===== config.mk =====
export PLATFORM = sky130hd
export DESIGN_NAME = deque_cmd_master
export DESIGN_NICKNAME = d
export VERILOG_FILES = /design/src/rtl/deque_cmd_master.sv
export SDC_FILE = /design/constraint.sdc
export NUM_CORES = 1
export LEC_CHECK = 0
export ABC_CLOCK_PERIOD_IN_PS = 2000
export CORE_ASPECT_RATIO = 0.8
export CORE_MARGIN = 2
export CORE_UTILIZATION = 40
export CTS_BUF_LIST = sky130_fd_sc_hd__clkbuf_16
export CTS_CLUSTER_DIAMETER = 50
export DETAILED_ROUTE_END_ITERATION = 16
export PLACE_DENSITY = 0.78
export SLEW_MARGIN = 30
export SYNTH_ARGS = -nofsm -noshare
export SYNTH_HDL_FRONTEND = slang
export SYNTH_SLANG_ARGS = --single-unit

===== constraint.sdc =====
create_clock -name clk -period 2 [get_ports clk]
set_clock_uncertainty 0.1 [all_clocks]
set_input_delay 0.3 -clock clk [delete_from_list [all_inputs] [get_ports clk]]
set_output_delay 0.3 -clock clk [all_outputs]
set_load 0.02 [all_outputs]

===== src/rtl/deque_cmd_master.sv =====
// Command-side initiator for the dual deque: one command in, deque strobes out, one response back.
// Define DQM_ERR_CNT_EN to add the saturating refused-command counter (err_count, STATUS[7:4]).
module deque_cmd_master #(
    parameter int RD_LAT = 0,
    parameter int DATA_W = 8
) (
    input  logic              clk,
    input  logic              rst,
    input  logic              cmd_valid,
    output logic              cmd_ready,
    input  logic [1:0]        cmd_op,
    input  logic              cmd_deque,
    input  logic              cmd_end,
    input  logic [DATA_W-1:0] cmd_data,
    output logic              rsp_valid,
    input  logic              rsp_ready,
    output logic [DATA_W-1:0] rsp_data,
    output logic              rsp_err,
    output logic              dq_select,
    output logic              dq_end,
    output logic              dq_push,
    output logic              dq_pop,
    output logic [DATA_W-1:0] dq_wdata,
    input  logic [DATA_W-1:0] dq_rdata,
    input  logic              d0_empty,
    input  logic              d0_full,
    input  logic              d1_empty,
    input  logic              d1_full
`ifdef DQM_ERR_CNT_EN
    ,
    output logic [7:0]        err_count
`endif
);

    typedef enum logic [1:0] {OP_PUSH, OP_POP, OP_MOVE, OP_STATUS} op_e;
    typedef enum logic [2:0] {S_IDLE, S_ISSUE, S_WAIT, S_MPUSH, S_RESP} state_e;

    state_e            state;
    op_e               op_q;
    logic              deque_q;
    logic              end_q;
    logic [DATA_W-1:0] data_q;

    logic       tgt_full, tgt_empty, oth_full;
    logic       push_ok, pop_ok, issue_err;
    logic [7:0] status_byte;

    // Flags are only meaningful in ISSUE; the decision is taken and the strobe issued in that cycle.
    assign tgt_full  = deque_q ? d1_full  : d0_full;
    assign tgt_empty = deque_q ? d1_empty : d0_empty;
    assign oth_full  = deque_q ? d0_full  : d1_full;
    assign push_ok   = (op_q == OP_PUSH) && !tgt_full;
    assign pop_ok    = ((op_q == OP_POP)  && !tgt_empty) ||
                       ((op_q == OP_MOVE) && !tgt_empty && !oth_full);
    assign issue_err = (op_q != OP_STATUS) && !(push_ok || pop_ok);

`ifdef DQM_ERR_CNT_EN
    assign status_byte = {err_count[3:0], d1_full, d1_empty, d0_full, d0_empty};
`else
    assign status_byte = {4'h0, d1_full, d1_empty, d0_full, d0_empty};
`endif

    // Gated with rst so the block never advertises readiness while held in reset.
    assign cmd_ready = (state == S_IDLE) && !rst;
    assign rsp_valid = (state == S_RESP);

    // Strobes decode straight from state, so an async reset kills them in the same cycle.
    always_comb begin
        // NOTE: every output gets a default first so no path through the case infers a latch.
        dq_select = 1'b0;
        dq_end    = 1'b0;
        dq_push   = 1'b0;
        dq_pop    = 1'b0;
        dq_wdata  = '0;
        case (state)
            S_ISSUE: begin
                dq_select = deque_q;
                dq_end    = end_q;
                dq_push   = push_ok;
                dq_pop    = pop_ok;
                if (push_ok) dq_wdata = data_q;
            end
            S_WAIT: begin
                dq_select = deque_q;
                dq_end    = end_q;
            end
            S_MPUSH: begin
                dq_select = ~deque_q;
                dq_end    = data_q[0];
                dq_push   = 1'b1;
                dq_wdata  = rsp_data;
            end
            default: ;
        endcase
    end

    // NOTE: all state is updated with non-blocking assignments so every register samples pre-edge values.
    always_ff @(posedge clk or posedge rst) begin
        if (rst) begin
            state    <= S_IDLE;
            op_q     <= OP_PUSH;
            deque_q  <= 1'b0;
            end_q    <= 1'b0;
            data_q   <= '0;
            rsp_data <= '0;
            rsp_err  <= 1'b0;
        end else begin
            case (state)
                S_IDLE: begin
                    if (cmd_valid && cmd_ready) begin
                        op_q    <= op_e'(cmd_op);
                        deque_q <= cmd_deque;
                        end_q   <= cmd_end;
                        data_q  <= cmd_data;
                        state   <= S_ISSUE;
                    end
                end
                S_ISSUE: begin
                    rsp_err  <= issue_err;
                    rsp_data <= '0;
                    if (issue_err) begin
                        state <= S_RESP;
                    end else begin
                        case (op_q)
                            OP_STATUS: begin
                                rsp_data <= DATA_W'(status_byte);
                                state    <= S_RESP;
                            end
                            OP_PUSH: state <= S_RESP;
                            default: begin
                                // POP and MOVE: rsp_data doubles as the holding register for a moved word.
                                if (RD_LAT == 0) begin
                                    rsp_data <= dq_rdata;
                                    state    <= (op_q == OP_MOVE) ? S_MPUSH : S_RESP;
                                end else begin
                                    state <= S_WAIT;
                                end
                            end
                        endcase
                    end
                end
                S_WAIT: begin
                    rsp_data <= dq_rdata;
                    state    <= (op_q == OP_MOVE) ? S_MPUSH : S_RESP;
                end
                S_MPUSH: state <= S_RESP;
                S_RESP:  if (rsp_ready) state <= S_IDLE;
                default: state <= S_IDLE;
            endcase
        end
    end

`ifdef DQM_ERR_CNT_EN
    always_ff @(posedge clk or posedge rst) begin
        if (rst)
            err_count <= 8'h00;
        else if (state == S_ISSUE && issue_err && err_count != 8'hFF)
            err_count <= err_count + 8'd1;
    end
`endif

endmodule


* Yosys cells after proc, flatten, opt, wreduce, memory -nomap -nowiden
Cells that the tools add are included.
W data, S select, Z words.
** Operators by class
- Muxes and demuxes :: 18
- Shift operators :: 0
- Reductions and logical operators :: 21
- $lt $le $gt $ge :: 0
- Multiply operators :: 0
- Equal/unequal tests :: 10
- $add $sub $neg :: 0
- Bitwise logic cells :: 1
- Divide/modulo/power cells :: 0
** Operators with widths (number)
- $pmux W8 S2 :: 3
- $mux W8 :: 2
- $mux W3 :: 5
- $pmux W3 S5 :: 1
- $logic_and A1 B1 Y1 :: 7
- $eq A3 B2 Y1 const B :: 2
- $pmux W1 S2 :: 3
- $logic_not A1 Y1 :: 5
- $eq A2 B2 Y1 const B :: 2
- $mux W1 :: 4
- $ne A2 B1 Y1 const B :: 2
- $reduce_and A2 Y1 :: 2
- $reduce_or A2 Y1 :: 2
- $eq A3 B1 Y1 const B :: 1
- $eq A3 B3 Y1 const B :: 1
- $logic_not A3 Y1 :: 1
- $eq A2 B1 Y1 const B :: 1
- $logic_not A2 Y1 :: 1
- $logic_or A1 B1 Y1 :: 2
- $ne A2 B2 Y1 const B :: 1
- $reduce_bool A2 Y1 :: 1
- $not A1 Y1 :: 1
** Storage, ports and cells
- Logic and storage cells :: 57
- Bits in writable memories :: 0
- Bits in registers :: 24
- Input port bits :: 28
- Latch bits :: 0
- Memory bits (read-only) :: 0
- Output and inout port bits :: 23
- Memories :: 0

* Depth between registers and ports, before layout
- Word-level depth :: 10
- Mapped depth :: 7
- Gate-level depth less buffers :: 6

* Worst setup path after synthesis
No wires, ideal clock.
- Path kind :: register to output
- Start :: register state[0]
- End :: output dq_wdata[2]
- Cell stages (with the launch flop) :: 7
- Data arrival time :: 1.502 ns
- Buffers on the path :: 2
- Path slack :: 0.098 ns
- Required time :: 1.600 ns
- Cells stage by stage :: dfrtp_1 buf_2 nor3b_4 and3_1 buf_2 a22oi_1 nor2_1
** On the way
- Word-level cells in the longest chain between the ends :: 2
- Elaborated cells on any way between the ends :: 3
- Classes of those cells :: eq/ne: 2; mux: 1
** Ends and longest elaborated chain
- from (decl) :: line 38 : state_e state;
- from (signal assigned) :: line 134 : state <= (op_q == OP_MOVE) ? S_MPUSH : S_RESP;
- from (signal assigned) :: line 144 : state <= (op_q == OP_MOVE) ? S_MPUSH : S_RESP;
- $eq A3 B2 Y1 / $eq A3 B1 Y1 (equally long branches) :: line 75 : case (state)
- $pmux W8 S2 * :: line 75
- to (decl) :: line 23 : output logic [DATA_W-1:0] dq_wdata,
Every way passes the cells marked *; elsewhere a longest branch is shown, timed or not.

* Worst setup path after layout
- Start :: register state[1]
- End :: output dq_end
** On the way
- Word-level cells in the longest chain between the ends :: 3
- Elaborated cells on any way between the ends :: 5
- Classes of those cells :: eq/ne: 3; mux: 1; reduce/logical: 1
** Ends and longest elaborated chain
- $eq A3 B1 Y1 / $eq A3 B2 Y1 (equally long branches) :: line 75
- $reduce_or A2 Y1 (no line)
- $pmux W1 S2 * :: line 75
- to (decl) :: line 20 : output logic dq_end,
Marked as above.

==> flow_summary_export.csv <==
group,metric,value,unit
worst_setup_path,r2r_cells,7,
sta,finalSetupTns,-394,ps
worst_setup_path,cp_max_fo,3,
finish,final_nets,245,
finish,insertedDiodeCount,0,
global_routing,grt_pass1_vias,1426,
power,p_per_area,1390,nW/um2
power,p_leak,1.08,nW
synthesis,synth_compound_area_share,18.3,%
clock_tree,cts-root-buf,"clkbuf_16",
drt,drt-initial-drc-count,85,
worst_setup_path,required,1600,ps
drt,route.detailed.drc,0,
worst_setup_path,start_kind,"flop",
worst_setup_path,cp.arrival,1730,ps
finish,fin_util,71.3,%
synthesis,synth_top_family_by_area,"compound AO/OA/AOI/OAI gates",
global_routing,grt_pass1_wl,6.60,mm
worst_setup_path,crit_type,"flop to output pin",
synthesis,synthAdderAreaFrac,4.37,%
sta,tightest_slew,525,ps
synthesis,synthXorXnorAreaFrac,0.611,%
sta,setup_violations,9,
synthesis,syn_area_per_cell,11.0,um2
clock_tree,h-tree-depth,1,
finish,drive_gt1_share,42.7,%
clock_tree,clk_pin_slew,70,ps
floorplan,die_w,70.9,um
drt,routedWlPerCell,17.5,um
clock_tree,hold_buffers,0,
synthesis,yosys_warnings,0,
clock_tree,worst_skew_pair.late_latency,260,ps
sta,timing.fmax,0.469,GHz
synthesis,yosysUniqueCellTypes,36,
power,ir_drop,0.832,mV
place,pre_cts_ws,-526,ps
floorplan,coreArea,3420,um2
drt,drt_pass1_iterations,4,
global_routing,antenna_found_initial,0,
min_path,hold_path.class,"primary input to async pin",
floorplan,io_pins,51,
floorplan,rows,19,
global_routing,grt_max_degree,25,
synthesis,ys_seq_elements,24,
drt,vias,1375,
finish,syn2layout_area_growth,70.3,%
place,hpwl,2.91,mm
sta,final_max_slew_viol_count,0,
run_status,status,"complete, but fails checks",
sta,finalHoldViolations,0,
global_routing,grt_overflow,0,
drt,detail_route.vias_per_cell,5.43,
floorplan,die-area,4080,um2
synthesis,synthMuxAreaShare,14.8,%
sta,fin_crit,2130,ps
flow_run,cap_violations,0,
synthesis,yosysSeqAreaShare,41.9,%
drt,drt_wl_total,4.42,mm
place,place.gp.congestion,0.790,
finish,post-route-cell-area,2440,um2
synthesis,syn_area,1430,um2
sta,grt_setup_unrepaired,"true",
clock_tree,numCtsBuffers,3,
floorplan,dieHeight,57.5,um
clock_tree,cts.path.max_buffers,2,
worst_setup_path,critPathCaptureType,"output pin",
sta,slew_headroom,64.8,%
place,io_buffers,50,
place,place_area,2150,um2
clock_tree,clkSinkCount,24,
run_status,violations,"setup timing",
synthesis,syn_inst,130,
global_routing,grtUsageTotal,21.1,%
clock_tree,tritoncts,"built",
sta,final.period_utilization,107,%
drt,postRouteAntennaNets,0,
floorplan,initial_utilization,41.8,%
sta,layout_setup_ws,-132,ps
synthesis,yosys.area_share.simple,14.2,%
synthesis,syn_nets,163,
==> layout by cell type (no fill, tap or decap), types with 2 or more instances in the layout <==
master / netlist / layout
a31oi_1: 4 / 3
ha_4: 0 / 2
buf_4: 2 / 31
o21ai_1: 4 / 4
a221oi_1: 2 / 2
buf_6: 2 / 13
buf_2: 3 / 2
nand2b_1: 5 / 3
clkdlybuf4s50_1: 0 / 34
inv_1: 7 / 4
buf_12: 0 / 2
a22oi_1: 7 / 4
inv_2: 0 / 3
o211ai_1: 2 / 2
mux2_2: 5 / 4
dlygate4sd2_1: 0 / 2
ha_1: 5 / 3
clkbuf_16: 0 / 3
mux2_4: 9 / 10
nand2_1: 4 / 4
a22oi_2: 0 / 3
nor2_1: 9 / 9
nor4_4: 1 / 2
dfrtp_1: 24 / 23
nor3b_2: 1 / 2
nand3_1: 5 / 5
o21ai_0: 2 / 2
a21oi_1: 3 / 3
a22o_1: 6 / 6
o21a_1: 4 / 4
==> layout make-up <==
type | instances | area (um2)
fill | 247 | 983
clock buffer | 3 | 75.1
inverter | 7 | 26.3
sequential | 24 | 602
tap | 42 | 52.6
clock inverter | 1 | 30.0
multi-input combinational | 91 | 857
timing repair buffer | 85 | 797
==> cell families after synthesis <==
group	Yosys count
AOI/OAI and AO/OA	36
and+or+nand+nor	33
DFF	24
muxes	16
buffers and inverters	15
adders and majority gates	5
xor gates and xnor gates	1
==> power breakdown <==
part	switching [W]	total, W	leakage, nW	internal [W]
Clock	0.000180	0.000578	0.0511	0.000398
Sequential	0.000167	0.000864	0.295	0.000697
Combinational	0.000890	0.00194	0.736	0.00105
==> state kept, by name, indices dropped and copies added (netlist names) <==
| signal | count |
|---|---|
| data_q | 8 |
| deque_q | 1 |
| end_q | 1 |
| op_q | 2 |
| rsp_data | 8 |
| rsp_err | 1 |
| state | 3 |
==> critical path, cell delays in order, from the launching register on <==
cell and delay [ps]:
dfrtp_1 460, buf_6 160, xor2_2 150, and2b_2 220, buf_6 120, a22o_1 220
buf_6 140
==> stage by stage <==
step | total power [W] | cells | hold WS, ps
after CTS | 0.00322 | 250 | 387
after floorplan | 0.00178 | 130 | 215
after detailed placement | 0.00249 | 240 | 397
after global routing | 0.00356 | 253 | 430
final | 0.00338 | 253 | 384
after global placement | 0.00244 | 240 | 390
==> final timing paths <==
check / endpoint / slack [ps] / start
max: dq_end / -130 / state[1]
min: data_q[3] / 380 / rst
max reg2reg: rsp_data[2] / 0 / state[1]
min reg2reg: data_q[7] / 420 / data_q[7]
max in group asynchronous: state[2] / 1160 / rst
min in group clk: data_q[7] / 420 / data_q[7]
==> metal layers <==
| metal | track usage [%] | up-vias | part of all wire, % |
|---|---|---|---|
| met2 | 34.6 | 66 | 51 |
| met3 | 5.83 | 10 | 8.1 |
| li1 | - | 635 | - |
| met4 | 8.63 | 0 | 1.6 |
| met1 | 26.4 | 664 | 39 |
| met5 | 0 | - | 0 |
==> synthesized netlist by cell type (all sizes together) <==
library cell / instances / area [um2]
a22oi: 7 / 52.6
nor2: 9 / 33.8
a221oi: 3 / 32.5
mux2i: 2 / 20.0
nor4: 2 / 27.5
inv: 7 / 26.3
nor3b: 3 / 38.8
and3: 1 / 6.26
nor3: 1 / 5.00
a22o: 6 / 52.6
ha: 5 / 62.6
o21ai: 6 / 30.0
buf: 7 / 52.5
xor2: 1 / 8.76
o21a: 4 / 30.0
nand2b: 5 / 31.3
a21oi: 3 / 15.0
nand3: 5 / 25.0
or2: 1 / 6.26
nand2: 5 / 21.3
a31oi: 4 / 25.0
mux2: 14 / 191
a221o: 1 / 10.0
clkbuf: 1 / 3.75
and2b: 1 / 8.76
dfrtp: 24 / 601
o211ai: 2 / 15.0
==> timing repair <==
| action | CTS | global route |
|---|---|---|
| endpoints found under the setup margin | 14 | 14 |
| buffers inserted | 6 | 3 |
| endpoints found under the hold margin | 0 | 0 |
| gates cloned | 0 | 0 |
| pin swaps | 4 | 9 |
| gates resized for setup | 79 | 25 |
No activity file was read; power rests on OpenSTA's default activity.
